--- config.mk ---
export PLATFORM = sky130hd
export DESIGN_NAME = id_stage_pipe_flat
export DESIGN_NICKNAME = d
export VERILOG_FILES = /design/src/rtl/id_pkg.sv /design/src/rtl/id_stage_pipe_if.sv /design/src/rtl/id_regfile.sv /design/src/rtl/id_stage_pipe.sv /design/src/flat_wrapper.sv
export SDC_FILE = /design/constraint.sdc
export NUM_CORES = 2
export LEC_CHECK = 0
export ABC_AREA = 1
export CORE_ASPECT_RATIO = 1.2
export CORE_MARGIN = 5
export CORE_UTILIZATION = 31
export CTS_BUF_LIST = sky130_fd_sc_hd__clkbuf_8
export CTS_CLUSTER_DIAMETER = 60
export DETAILED_ROUTE_END_ITERATION = 10
export DONT_BUFFER_PORTS = 1
export HOLD_SLACK_MARGIN = 0.15
export SLEW_MARGIN = 30
export SYNTH_ARGS = -nofsm -noshare
export SYNTH_HDL_FRONTEND = slang
export SYNTH_SLANG_ARGS = --single-unit
--- constraint.sdc ---
create_clock -name clk -period 2.5 [get_ports clk]
set_input_delay 0.25 -clock clk [delete_from_list [all_inputs] [get_ports clk]]
set_output_delay 0.25 -clock clk [all_outputs]
set_load 0.02 [all_outputs]
--- src/rtl/id_pkg.sv ---
// Shared decode constants for the pipelined ID stage: opcodes, ALU control and branch codes.
package id_pkg;

  localparam logic [6:0] OPC_R      = 7'b0110011;
  localparam logic [6:0] OPC_I      = 7'b0010011;
  localparam logic [6:0] OPC_LOAD   = 7'b0000011;
  localparam logic [6:0] OPC_STORE  = 7'b0100011;
  localparam logic [6:0] OPC_BRANCH = 7'b1100011;
  localparam logic [6:0] OPC_JAL    = 7'b1101111;

  typedef enum logic [2:0] {
    ALU_CTL_AND = 3'b000,
    ALU_CTL_OR  = 3'b001,
    ALU_CTL_ADD = 3'b010,
    ALU_CTL_XOR = 3'b011,
    ALU_CTL_SLL = 3'b100,
    ALU_CTL_SRL = 3'b101,
    ALU_CTL_SUB = 3'b110,
    ALU_CTL_SLT = 3'b111
  } alu_ctl_e;

  typedef enum logic [1:0] {
    BR_NONE = 2'b00,
    BR_EQ   = 2'b01,
    BR_NE   = 2'b10
  } br_e;

  // The ALU has no SLTU/SRA; those encodings fall back to SLT/SRL.
  function automatic alu_ctl_e alu_ctl_decode(input logic bit30, input logic [2:0] funct3);
    alu_ctl_e op;
    unique case (funct3)
      3'b000:  op = bit30 ? ALU_CTL_SUB : ALU_CTL_ADD;
      3'b001:  op = ALU_CTL_SLL;
      3'b010:  op = ALU_CTL_SLT;
      3'b011:  op = ALU_CTL_SLT;
      3'b100:  op = ALU_CTL_XOR;
      3'b101:  op = ALU_CTL_SRL;
      3'b110:  op = ALU_CTL_OR;
      3'b111:  op = ALU_CTL_AND;
      default: op = ALU_CTL_ADD;
    endcase
    return op;
  endfunction

endpackage

--- src/rtl/id_stage_pipe_if.sv ---
// IF/ID input, WB write port, EX flush and ID/EX payload of the decode stage.
interface id_stage_pipe_if #(
  parameter int unsigned XLEN = 32
);

  logic            if_valid;
  logic [31:0]     if_inst;
  logic [XLEN-1:0] if_pc;
  logic            wb_we;
  logic [4:0]      wb_rd;
  logic [XLEN-1:0] wb_data;
  logic            ex_flush;
  logic            id_stall;
  logic            ex_valid;
  logic [XLEN-1:0] ex_pc;
  logic [4:0]      ex_rd;
  logic [4:0]      ex_rs1;
  logic [4:0]      ex_rs2;
  logic            ex_regwrite;
  logic            ex_alusrc;
  logic            ex_memwrite;
  logic            ex_memread;
  logic            ex_memtoreg;
  logic            ex_is_jal;
  logic [1:0]      ex_branch;
  logic [2:0]      ex_alu_ctl;
  logic [XLEN-1:0] ex_imm;
  logic [XLEN-1:0] ex_rs1_data;
  logic [XLEN-1:0] ex_rs2_data;

  modport master (
    input  if_valid, if_inst, if_pc, wb_we, wb_rd, wb_data, ex_flush,
    output id_stall, ex_valid, ex_pc, ex_rd, ex_rs1, ex_rs2, ex_regwrite, ex_alusrc,
           ex_memwrite, ex_memread, ex_memtoreg, ex_is_jal, ex_branch, ex_alu_ctl, ex_imm,
           ex_rs1_data, ex_rs2_data
  );

  modport slave (
    output if_valid, if_inst, if_pc, wb_we, wb_rd, wb_data, ex_flush,
    input  id_stall, ex_valid, ex_pc, ex_rd, ex_rs1, ex_rs2, ex_regwrite, ex_alusrc,
           ex_memwrite, ex_memread, ex_memtoreg, ex_is_jal, ex_branch, ex_alu_ctl, ex_imm,
           ex_rs1_data, ex_rs2_data
  );

endinterface

--- src/rtl/id_regfile.sv ---
// 32 x XLEN register file, two async reads, one write; x0 hardwired to zero.
// With ID_WB_BYPASS_EN defined, a same-cycle write is forwarded to the read ports.
module id_regfile #(
  parameter int unsigned          XLEN       = 32,
  parameter logic [XLEN-1:0]      RF_RST_VAL = '0
) (
  input  logic            clk,
  input  logic            rst,
  input  logic            we_i,
  input  logic [4:0]      waddr_i,
  input  logic [XLEN-1:0] wdata_i,
  input  logic [4:0]      raddr_a_i,
  output logic [XLEN-1:0] rdata_a_o,
  input  logic [4:0]      raddr_b_i,
  output logic [XLEN-1:0] rdata_b_o
);

  logic [XLEN-1:0] rf_q [32];

  always_ff @(posedge clk) begin
    if (rst) begin
      rf_q[0] <= '0;
      for (int i = 1; i < 32; i++) rf_q[i] <= RF_RST_VAL;
    end else if (we_i && (waddr_i != 5'd0)) begin
      rf_q[waddr_i] <= wdata_i;
    end
  end

  function automatic logic [XLEN-1:0] rd_port(input logic [4:0] ra);
    logic [XLEN-1:0] val;
    val = (ra == 5'd0) ? '0 : rf_q[ra];
`ifdef ID_WB_BYPASS_EN
    if (we_i && (waddr_i != 5'd0) && (waddr_i == ra)) val = wdata_i;
`endif
    return val;
  endfunction

  always_comb begin
    rdata_a_o = rd_port(raddr_a_i);
    rdata_b_o = rd_port(raddr_b_i);
  end

endmodule

--- src/rtl/id_stage_pipe.sv ---
// Pipelined RV32I decode stage: decode, regfile read, load-use stall, EX flush, ID/EX register.
// Optional WB->ID write-through bypass selected by ID_WB_BYPASS_EN (see id_regfile).
module id_stage_pipe
  import id_pkg::*;
#(
  parameter int unsigned     XLEN       = 32,
  parameter logic [XLEN-1:0] RF_RST_VAL = '0
) (
  input logic              clk,
  input logic              rst,
  id_stage_pipe_if.master  pipe_io
);

  typedef struct packed {
    logic            valid;
    logic [XLEN-1:0] pc;
    logic [4:0]      rd;
    logic [4:0]      rs1;
    logic [4:0]      rs2;
    logic            regwrite;
    logic            alusrc;
    logic            memwrite;
    logic            memread;
    logic            memtoreg;
    logic            is_jal;
    logic [1:0]      branch;
    logic [2:0]      alu_ctl;
    logic [XLEN-1:0] imm;
    logic [XLEN-1:0] rs1_data;
    logic [XLEN-1:0] rs2_data;
  } id_ex_t;

  id_ex_t ex_q, ex_d, dec;
  logic [31:0]     inst;
  logic [XLEN-1:0] rs1_rdata, rs2_rdata;
  logic            rs1_used, rs2_used, hazard;

  assign inst = pipe_io.if_inst;

  id_regfile #(
    .XLEN       (XLEN),
    .RF_RST_VAL (RF_RST_VAL)
  ) u_regfile (
    .clk       (clk),
    .rst       (rst),
    .we_i      (pipe_io.wb_we),
    .waddr_i   (pipe_io.wb_rd),
    .wdata_i   (pipe_io.wb_data),
    .raddr_a_i (inst[19:15]),
    .rdata_a_o (rs1_rdata),
    .raddr_b_i (inst[24:20]),
    .rdata_b_o (rs2_rdata)
  );

  always_comb begin
    dec          = '0;
    rs1_used     = 1'b0;
    rs2_used     = 1'b0;
    dec.valid    = pipe_io.if_valid;
    dec.pc       = pipe_io.if_pc;
    dec.rd       = inst[11:7];
    dec.rs1      = inst[19:15];
    dec.rs2      = inst[24:20];
    dec.rs1_data = rs1_rdata;
    dec.rs2_data = rs2_rdata;
    case (inst[6:0])
      OPC_R: begin
        rs1_used     = 1'b1;
        rs2_used     = 1'b1;
        dec.regwrite = 1'b1;
        dec.alu_ctl  = alu_ctl_decode(inst[30], inst[14:12]);
      end
      OPC_I: begin
        rs1_used     = 1'b1;
        dec.regwrite = 1'b1;
        dec.alusrc   = 1'b1;
        dec.alu_ctl  = alu_ctl_decode((inst[14:12] == 3'b101) & inst[30], inst[14:12]);
        dec.imm      = {{(XLEN-12){inst[31]}}, inst[31:20]};
      end
      OPC_LOAD: begin
        rs1_used     = 1'b1;
        dec.regwrite = 1'b1;
        dec.alusrc   = 1'b1;
        dec.memread  = 1'b1;
        dec.memtoreg = 1'b1;
        dec.alu_ctl  = ALU_CTL_ADD;
        dec.imm      = {{(XLEN-12){inst[31]}}, inst[31:20]};
      end
      OPC_STORE: begin
        rs1_used     = 1'b1;
        rs2_used     = 1'b1;
        dec.alusrc   = 1'b1;
        dec.memwrite = 1'b1;
        dec.alu_ctl  = ALU_CTL_ADD;
        dec.imm      = {{(XLEN-12){inst[31]}}, inst[31:25], inst[11:7]};
      end
      OPC_BRANCH: begin
        rs1_used    = 1'b1;
        rs2_used    = 1'b1;
        dec.branch  = inst[12] ? BR_NE : BR_EQ;
        dec.alu_ctl = ALU_CTL_SUB;
        dec.imm     = {{(XLEN-13){inst[31]}}, inst[31], inst[7], inst[30:25], inst[11:8], 1'b0};
      end
      OPC_JAL: begin
        dec.regwrite = 1'b1;
        dec.is_jal   = 1'b1;
        dec.alu_ctl  = ALU_CTL_ADD;
        dec.imm      = {{(XLEN-21){inst[31]}}, inst[31], inst[19:12], inst[20], inst[30:21],
                        1'b0};
      end
      default: ;
    endcase
  end

  // Load in EX whose destination feeds an operand of the instruction now in ID.
  assign hazard = ex_q.valid && ex_q.memread && (ex_q.rd != 5'd0) && pipe_io.if_valid &&
                  ((rs1_used && (ex_q.rd == dec.rs1)) || (rs2_used && (ex_q.rd == dec.rs2)));

  assign pipe_io.id_stall = hazard && !pipe_io.ex_flush;

  always_comb begin
    ex_d = dec;
    if (pipe_io.ex_flush || hazard || !pipe_io.if_valid) ex_d = '0;
  end

  always_ff @(posedge clk) begin
    if (rst) ex_q <= '0;
    else     ex_q <= ex_d;
  end

  assign pipe_io.ex_valid    = ex_q.valid;
  assign pipe_io.ex_pc       = ex_q.pc;
  assign pipe_io.ex_rd       = ex_q.rd;
  assign pipe_io.ex_rs1      = ex_q.rs1;
  assign pipe_io.ex_rs2      = ex_q.rs2;
  assign pipe_io.ex_regwrite = ex_q.regwrite;
  assign pipe_io.ex_alusrc   = ex_q.alusrc;
  assign pipe_io.ex_memwrite = ex_q.memwrite;
  assign pipe_io.ex_memread  = ex_q.memread;
  assign pipe_io.ex_memtoreg = ex_q.memtoreg;
  assign pipe_io.ex_is_jal   = ex_q.is_jal;
  assign pipe_io.ex_branch   = ex_q.branch;
  assign pipe_io.ex_alu_ctl  = ex_q.alu_ctl;
  assign pipe_io.ex_imm      = ex_q.imm;
  assign pipe_io.ex_rs1_data = ex_q.rs1_data;
  assign pipe_io.ex_rs2_data = ex_q.rs2_data;

endmodule

--- src/flat_wrapper.sv ---
// flat-port wrapper written by rule: the top's interface ports become plain ports
module id_stage_pipe_flat import id_pkg::*;
#(
  parameter int unsigned     XLEN       = 32,
  parameter logic [XLEN-1:0] RF_RST_VAL = '0
)
  (clk, rst, pipe_io_if_valid, pipe_io_if_inst, pipe_io_if_pc, pipe_io_wb_we, pipe_io_wb_rd, pipe_io_wb_data, pipe_io_ex_flush, pipe_io_id_stall, pipe_io_ex_valid, pipe_io_ex_pc, pipe_io_ex_rd, pipe_io_ex_rs1, pipe_io_ex_rs2, pipe_io_ex_regwrite, pipe_io_ex_alusrc, pipe_io_ex_memwrite, pipe_io_ex_memread, pipe_io_ex_memtoreg, pipe_io_ex_is_jal, pipe_io_ex_branch, pipe_io_ex_alu_ctl, pipe_io_ex_imm, pipe_io_ex_rs1_data, pipe_io_ex_rs2_data);
  id_stage_pipe_if #(.XLEN(XLEN)) pipe_io_i ();
  input logic clk;
  input logic rst;
  input wire logic [$bits(pipe_io_i.if_valid)-1:0] pipe_io_if_valid;
  input wire logic [$bits(pipe_io_i.if_inst)-1:0] pipe_io_if_inst;
  input wire logic [$bits(pipe_io_i.if_pc)-1:0] pipe_io_if_pc;
  input wire logic [$bits(pipe_io_i.wb_we)-1:0] pipe_io_wb_we;
  input wire logic [$bits(pipe_io_i.wb_rd)-1:0] pipe_io_wb_rd;
  input wire logic [$bits(pipe_io_i.wb_data)-1:0] pipe_io_wb_data;
  input wire logic [$bits(pipe_io_i.ex_flush)-1:0] pipe_io_ex_flush;
  output wire logic [$bits(pipe_io_i.id_stall)-1:0] pipe_io_id_stall;
  output wire logic [$bits(pipe_io_i.ex_valid)-1:0] pipe_io_ex_valid;
  output wire logic [$bits(pipe_io_i.ex_pc)-1:0] pipe_io_ex_pc;
  output wire logic [$bits(pipe_io_i.ex_rd)-1:0] pipe_io_ex_rd;
  output wire logic [$bits(pipe_io_i.ex_rs1)-1:0] pipe_io_ex_rs1;
  output wire logic [$bits(pipe_io_i.ex_rs2)-1:0] pipe_io_ex_rs2;
  output wire logic [$bits(pipe_io_i.ex_regwrite)-1:0] pipe_io_ex_regwrite;
  output wire logic [$bits(pipe_io_i.ex_alusrc)-1:0] pipe_io_ex_alusrc;
  output wire logic [$bits(pipe_io_i.ex_memwrite)-1:0] pipe_io_ex_memwrite;
  output wire logic [$bits(pipe_io_i.ex_memread)-1:0] pipe_io_ex_memread;
  output wire logic [$bits(pipe_io_i.ex_memtoreg)-1:0] pipe_io_ex_memtoreg;
  output wire logic [$bits(pipe_io_i.ex_is_jal)-1:0] pipe_io_ex_is_jal;
  output wire logic [$bits(pipe_io_i.ex_branch)-1:0] pipe_io_ex_branch;
  output wire logic [$bits(pipe_io_i.ex_alu_ctl)-1:0] pipe_io_ex_alu_ctl;
  output wire logic [$bits(pipe_io_i.ex_imm)-1:0] pipe_io_ex_imm;
  output wire logic [$bits(pipe_io_i.ex_rs1_data)-1:0] pipe_io_ex_rs1_data;
  output wire logic [$bits(pipe_io_i.ex_rs2_data)-1:0] pipe_io_ex_rs2_data;
  assign pipe_io_i.if_valid = pipe_io_if_valid;
  assign pipe_io_i.if_inst = pipe_io_if_inst;
  assign pipe_io_i.if_pc = pipe_io_if_pc;
  assign pipe_io_i.wb_we = pipe_io_wb_we;
  assign pipe_io_i.wb_rd = pipe_io_wb_rd;
  assign pipe_io_i.wb_data = pipe_io_wb_data;
  assign pipe_io_i.ex_flush = pipe_io_ex_flush;
  assign pipe_io_id_stall = pipe_io_i.id_stall;
  assign pipe_io_ex_valid = pipe_io_i.ex_valid;
  assign pipe_io_ex_pc = pipe_io_i.ex_pc;
  assign pipe_io_ex_rd = pipe_io_i.ex_rd;
  assign pipe_io_ex_rs1 = pipe_io_i.ex_rs1;
  assign pipe_io_ex_rs2 = pipe_io_i.ex_rs2;
  assign pipe_io_ex_regwrite = pipe_io_i.ex_regwrite;
  assign pipe_io_ex_alusrc = pipe_io_i.ex_alusrc;
  assign pipe_io_ex_memwrite = pipe_io_i.ex_memwrite;
  assign pipe_io_ex_memread = pipe_io_i.ex_memread;
  assign pipe_io_ex_memtoreg = pipe_io_i.ex_memtoreg;
  assign pipe_io_ex_is_jal = pipe_io_i.ex_is_jal;
  assign pipe_io_ex_branch = pipe_io_i.ex_branch;
  assign pipe_io_ex_alu_ctl = pipe_io_i.ex_alu_ctl;
  assign pipe_io_ex_imm = pipe_io_i.ex_imm;
  assign pipe_io_ex_rs1_data = pipe_io_i.ex_rs1_data;
  assign pipe_io_ex_rs2_data = pipe_io_i.ex_rs2_data;
  id_stage_pipe #(.XLEN(XLEN), .RF_RST_VAL(RF_RST_VAL)) u_core (.clk(clk), .rst(rst), .pipe_io(pipe_io_i));
endmodule
==> reports/results.txt <==
The y dimension of the die is 499 um. Detailed placer's ending HPWL: 142,000 um. After layout, the worst path uses 103% of the clock period. The critical setup path kind is primary input to register. The final RePlAce weighted congestion was 0.878; the number of synthesized register bits was 1,167. The average via count per standard cell works out to 5.57. STA classifies the critical path startpoint as a primary input.

The tools report the post-detailed-route DRC marker count as 0. The initial utilization of the core area, before any placement, comes to 31.2%. Across the routed clock network, the largest skew measured is 0.0586 ns. For the post-synth design cell area, the log shows 0.0619 mm^2. The number of buffers and inverters on the critical path is 4. For this run, the post-layout net count is 7,971. In this run the mean area of a mapped cell was 8.18 um^2. Setup repair after global routing could not meet its margin everywhere.

The largest net degree at the start of global routing was 770; the number of pins with negative max-slew slack in the final report was 0. The pre-antenna-repair detailed-routing pass consisted of 7 iterations. The largest voltage drop on the vdd net is 0.000386 V, and the slack of the critical path is -0.0747 ns.

The later pin in the worst-skew pair is clocked with a latency of 0.98 ns. The final standard cell utilization of the core came out at 37.5%. The flow ran to the end, but the final reports show violations.

The part of the Yosys area used for sequential elements is 54.3%, and the power density relative to cell area is 626 mW/mm^2. The synthesized design contains 1,024 enable-type register cells. Synthesis handed over a netlist of 7,560 instances. For the portion of total power attributed to sequential cells, the log shows 48.8%.

The run gives 9,783 as the placed cell count. In this run the core area contains 179 standard-cell rows. For the reported max-cap violation count, the log shows 0. The run gives 10,700 as the number of standard cells in the final layout excluding fillers. In this run the tightest slew margin relative to its limit is 31.1%. The tools report the clock root buffer as sky130_fd_sc_hd__clkbuf_8. The design internal power was 33.1 mW. The floorplan step defined a die boundary enclosing 0.209 mm^2. For this block, the initial DRC count from the detailed router was 9,015. The H-tree depth came out at 4.

Walking the worst path, the cells encountered are dlygate4sd3_1, nor3_1, buf_4, dlygate4sd3_1, nand2_2, nand2_2, buf_4. After clock tree synthesis, the clock-pin slew on the worst setup and hold paths is 0.07 ns. The global-route wire length before repair was 375,000 um; the transition time at the pin with the least slew margin was 1.03 ns.

Yosys mapped the design onto 26 distinct sky130hd cell types. The floorplan step set the die width to 418 um. Subtracting the final worst setup slack from the clock period gives 2.57 ns. The maximum net fanout on the critical path works out to 19. The run gives 31.1 nW as the cell leakage power. The per-cell routed wire length came out at 25.5 um. The critical path runs through a total of 7 cells.

The final setup TNS was -1.55 ns. After global routing the overflow that remains totals 0. The initial antenna violation count was 20; the TritonCTS sink count was 1,167. Setup violations remaining at the end of the flow were counted as 40. Based on the critical path, the design can be clocked at up to 0.388 GHz. The floorplan step defined a core boundary enclosing 0.198 mm^2.

Cells with a size suffix above 1 make up 7.69% of the layout. The power share of the clock group is 36.8%, and the critical path data arrival time is 3.17 ns. No sink is reached through more buffers than the 3 on the longest clock path. Data on the critical path is required at its endpoint by 3.09 ns.

The combined global-route utilization of all metal layers was 24.3%. Measured in cells, the most critical reg-to-reg path has a length of 11. Port buffering added 0 buffers.

The proportion of synthesized flip-flops having asynchronous set or reset was 0%. Of the total power, the share spent switching nets is 28.9%. The antenna violation net count after detailed routing is 0.

The synthesis-to-finish area growth works out to 20.1%. The top flip-flop cell by instance count after synthesis is sky130_fd_sc_hd__edfxtp_1. The worst hold path was traced through 8 stages. Via count of the first global-routing pass: 56,100.

The min-delay analysis places its worst path in the category primary input to register. The slowest stage of the critical path belongs to the cell sky130_fd_sc_hd__nor3_1. The total of fill cells in the finished design came out at 19,800. For this run, the slowest stage of the critical path takes 0.84 ns. The final reports fail on setup timing.

The type of destination of the critical path is a register. Summed over all nets, the switching power comes to 13.5 mW. TritonCTS built the clock tree.

The run gives 0 as the number of hold-slack violations in the final timing report. In this run the count of I/O pins placed on the die edge is 262. Combinational cells account for 14.5% of the total power.

The detailed-route via count came out at 59,400. Power comes to 46.5 mW. Wires add up to 272,000 um.

The cell family contributing the most delay on the critical path is buffers and inverters. The logs give 0 for the Yosys warning count and 190 for the number of clock buffers inserted by TritonCTS.
==> path summary, 6_finish.rpt <==
| path | startpoint | end | slack (ns) |
|---|---|---|---|
| min | pipe_io_if_inst[15] | u_core.pipe_io.ex_rs1_data[1] | 0.13 |
| max reg2reg | u_core.pipe_io.ex_rd[4] | u_core.pipe_io.ex_rd[3] | 0.02 |
| max | pipe_io_wb_rd[2] | u_core.u_regfile.rf_q[11][14] | -0.07 |
| min reg2reg | u_core.u_regfile.rf_q[4][19] | u_core.pipe_io.ex_rs2_data[19] | 0.81 |
==> sequential cells by signal, indices dropped and copies added, names as in the netlist <==
| register | count |
|---|---|
| u_core.pipe_io.ex_memread | 1 |
| u_core.pipe_io.ex_alu_ctl | 3 |
| u_core.pipe_io.ex_alusrc | 1 |
| u_core.u_regfile.rf_q | 1024 |
| u_core.pipe_io.ex_rs2 | 5 |
| u_core.pipe_io.ex_rs2_data | 32 |
| u_core.pipe_io.ex_pc | 32 |
| u_core.pipe_io.ex_memwrite | 1 |
| u_core.pipe_io.ex_branch | 2 |
| u_core.pipe_io.ex_rd | 5 |
| u_core.pipe_io.ex_valid | 1 |
| u_core.pipe_io.ex_is_jal | 1 |
| u_core.pipe_io.ex_imm | 21 |
| u_core.pipe_io.ex_rs1_data | 32 |
| u_core.pipe_io.ex_rs1 | 5 |
| u_core.pipe_io.ex_regwrite | 1 |
==> cell usage after synthesis, drive strengths merged, types with 4 or more instances <==
master,n,share of area [%]
nand2,1598,9.7
edfxtp,1024,50
inv,806,4.9
clkbuf,252,1.5
nor2,1444,8.8
a21oi,149,1.2
nand4,7,0.071
buf,402,3.5
o21ai,158,1.3
a22oi,4,0.049
nand3,1075,8.7
nor3,10,0.081
dfxtp,143,4.6
o211ai,478,5.8
==> cells in the final DEF, fill, tap and decap left out, types with 3 or more instances in the layout <==
master                           instances
sky130_fd_sc_hd__nand2_1              1530
sky130_fd_sc_hd__nor2_1               1440
sky130_fd_sc_hd__nand3_1              1072
sky130_fd_sc_hd__edfxtp_1             1024
sky130_fd_sc_hd__inv_1                 862
sky130_fd_sc_hd__o211ai_1              478
sky130_fd_sc_hd__dlygate4sd3_1         468
sky130_fd_sc_hd__clkbuf_8              214
sky130_fd_sc_hd__buf_4                 166
sky130_fd_sc_hd__o21ai_0               158
sky130_fd_sc_hd__a21oi_1               146
sky130_fd_sc_hd__dfxtp_1               137
sky130_fd_sc_hd__nand2_2                67
sky130_fd_sc_hd__buf_12                 57
sky130_fd_sc_hd__conb_1                 32
sky130_fd_sc_hd__clkinv_1               25
sky130_fd_sc_hd__buf_16                 21
sky130_fd_sc_hd__clkinv_2               18
sky130_fd_sc_hd__diode_2                17
sky130_fd_sc_hd__clkbuf_16              12
sky130_fd_sc_hd__nor3_1                  9
sky130_fd_sc_hd__bufinv_16               9
sky130_fd_sc_hd__nand4_1                 7
sky130_fd_sc_hd__inv_2                   6
sky130_fd_sc_hd__clkinvlp_4              6
sky130_fd_sc_hd__inv_6                   6
sky130_fd_sc_hd__buf_6                   6
sky130_fd_sc_hd__inv_8                   5
sky130_fd_sc_hd__a22oi_1                 4
sky130_fd_sc_hd__dfxtp_2                 4
sky130_fd_sc_hd__nor2_4                  3
sky130_fd_sc_hd__a21oi_2                 3
sky130_fd_sc_hd__dlymetal6s4s_1          3
==> metal layers <==
metal  GRT usage, %  part of all wire (%)
met5              0                 0.011
met4           15.6                   7.3
met3           6.46                    13
met2           39.3                    46
met1           28.6                    34
==> cells by family (layout without fill, tap and decap cells) <==
logic type / Yosys count / in the layout / share of synthesized area (%)
other cells: 1 / 49 / 0.00606
simple gates: 4135 / 4135 / 27.3
buf+inv: 1462 / 1890 / 9.95
flops: 1167 / 1167 / 54.3
xor+xnor: 2 / 2 / 0.0283
compound gates: 793 / 793 / 8.37
==> power by group through the flow <==
stage                     Clock, mW  Sequential [mW]  Combinational (mW)
after floorplan                   0             22.9                3.61
after global placement            0             23.1                4.69
after detailed placement          0             23.1                4.78
after CTS                      17.1             22.7                5.97
after global routing           18.1             22.8                7.10
final                          17.1             22.7                6.73
==> cell type report <==
class / instances / area [um^2] / share of cell area [%]
Sequential cell: 1167 / 33600 / 45.2
Tap cell: 2624 / 3280 / 4.42
Timing Repair Buffer: 736 / 8080 / 10.9
Clock inverter: 132 / 817 / 1.10
Multi-Input combinational cell: 4962 / 22500 / 30.2
Inverter: 808 / 3080 / 4.14
Antenna cell: 17 / 42.5 / 0.0572
Clock buffer: 214 / 2950 / 3.96
==> worst reg2reg max path: cells and delay by family, from the launching register on <==
| kind | cells | cell delay, ns |
|---|---|---|
| simple gates | 6 | 0.82 |
| buf+inv | 5 | 1.27 |
| flops | 1 | 0.35 |
==> through the flow <==
step	hold WS, ns	setup slack (ns)	instance area, um^2
final	0.126	-0.0747	74300
after global routing	0.145	-0.172	74300
after global placement	0.351	-0.0396	64700
after detailed placement	0.350	0.00839	64700
after floorplan	0.322	0.232	62000
after CTS	0.150	0.00372	73700
==> what timing repair did <==
item                       in CTS  in global routing
pin swaps                       1                  7
setup endpoints to repair       1                145
gates resized for setup        12                 27
gates cloned                    0                 12
hold buffers                  489                  4
setup buffers                   1                  4
hold endpoints to repair     1644                 10
(Power assumes the default switching activity.)
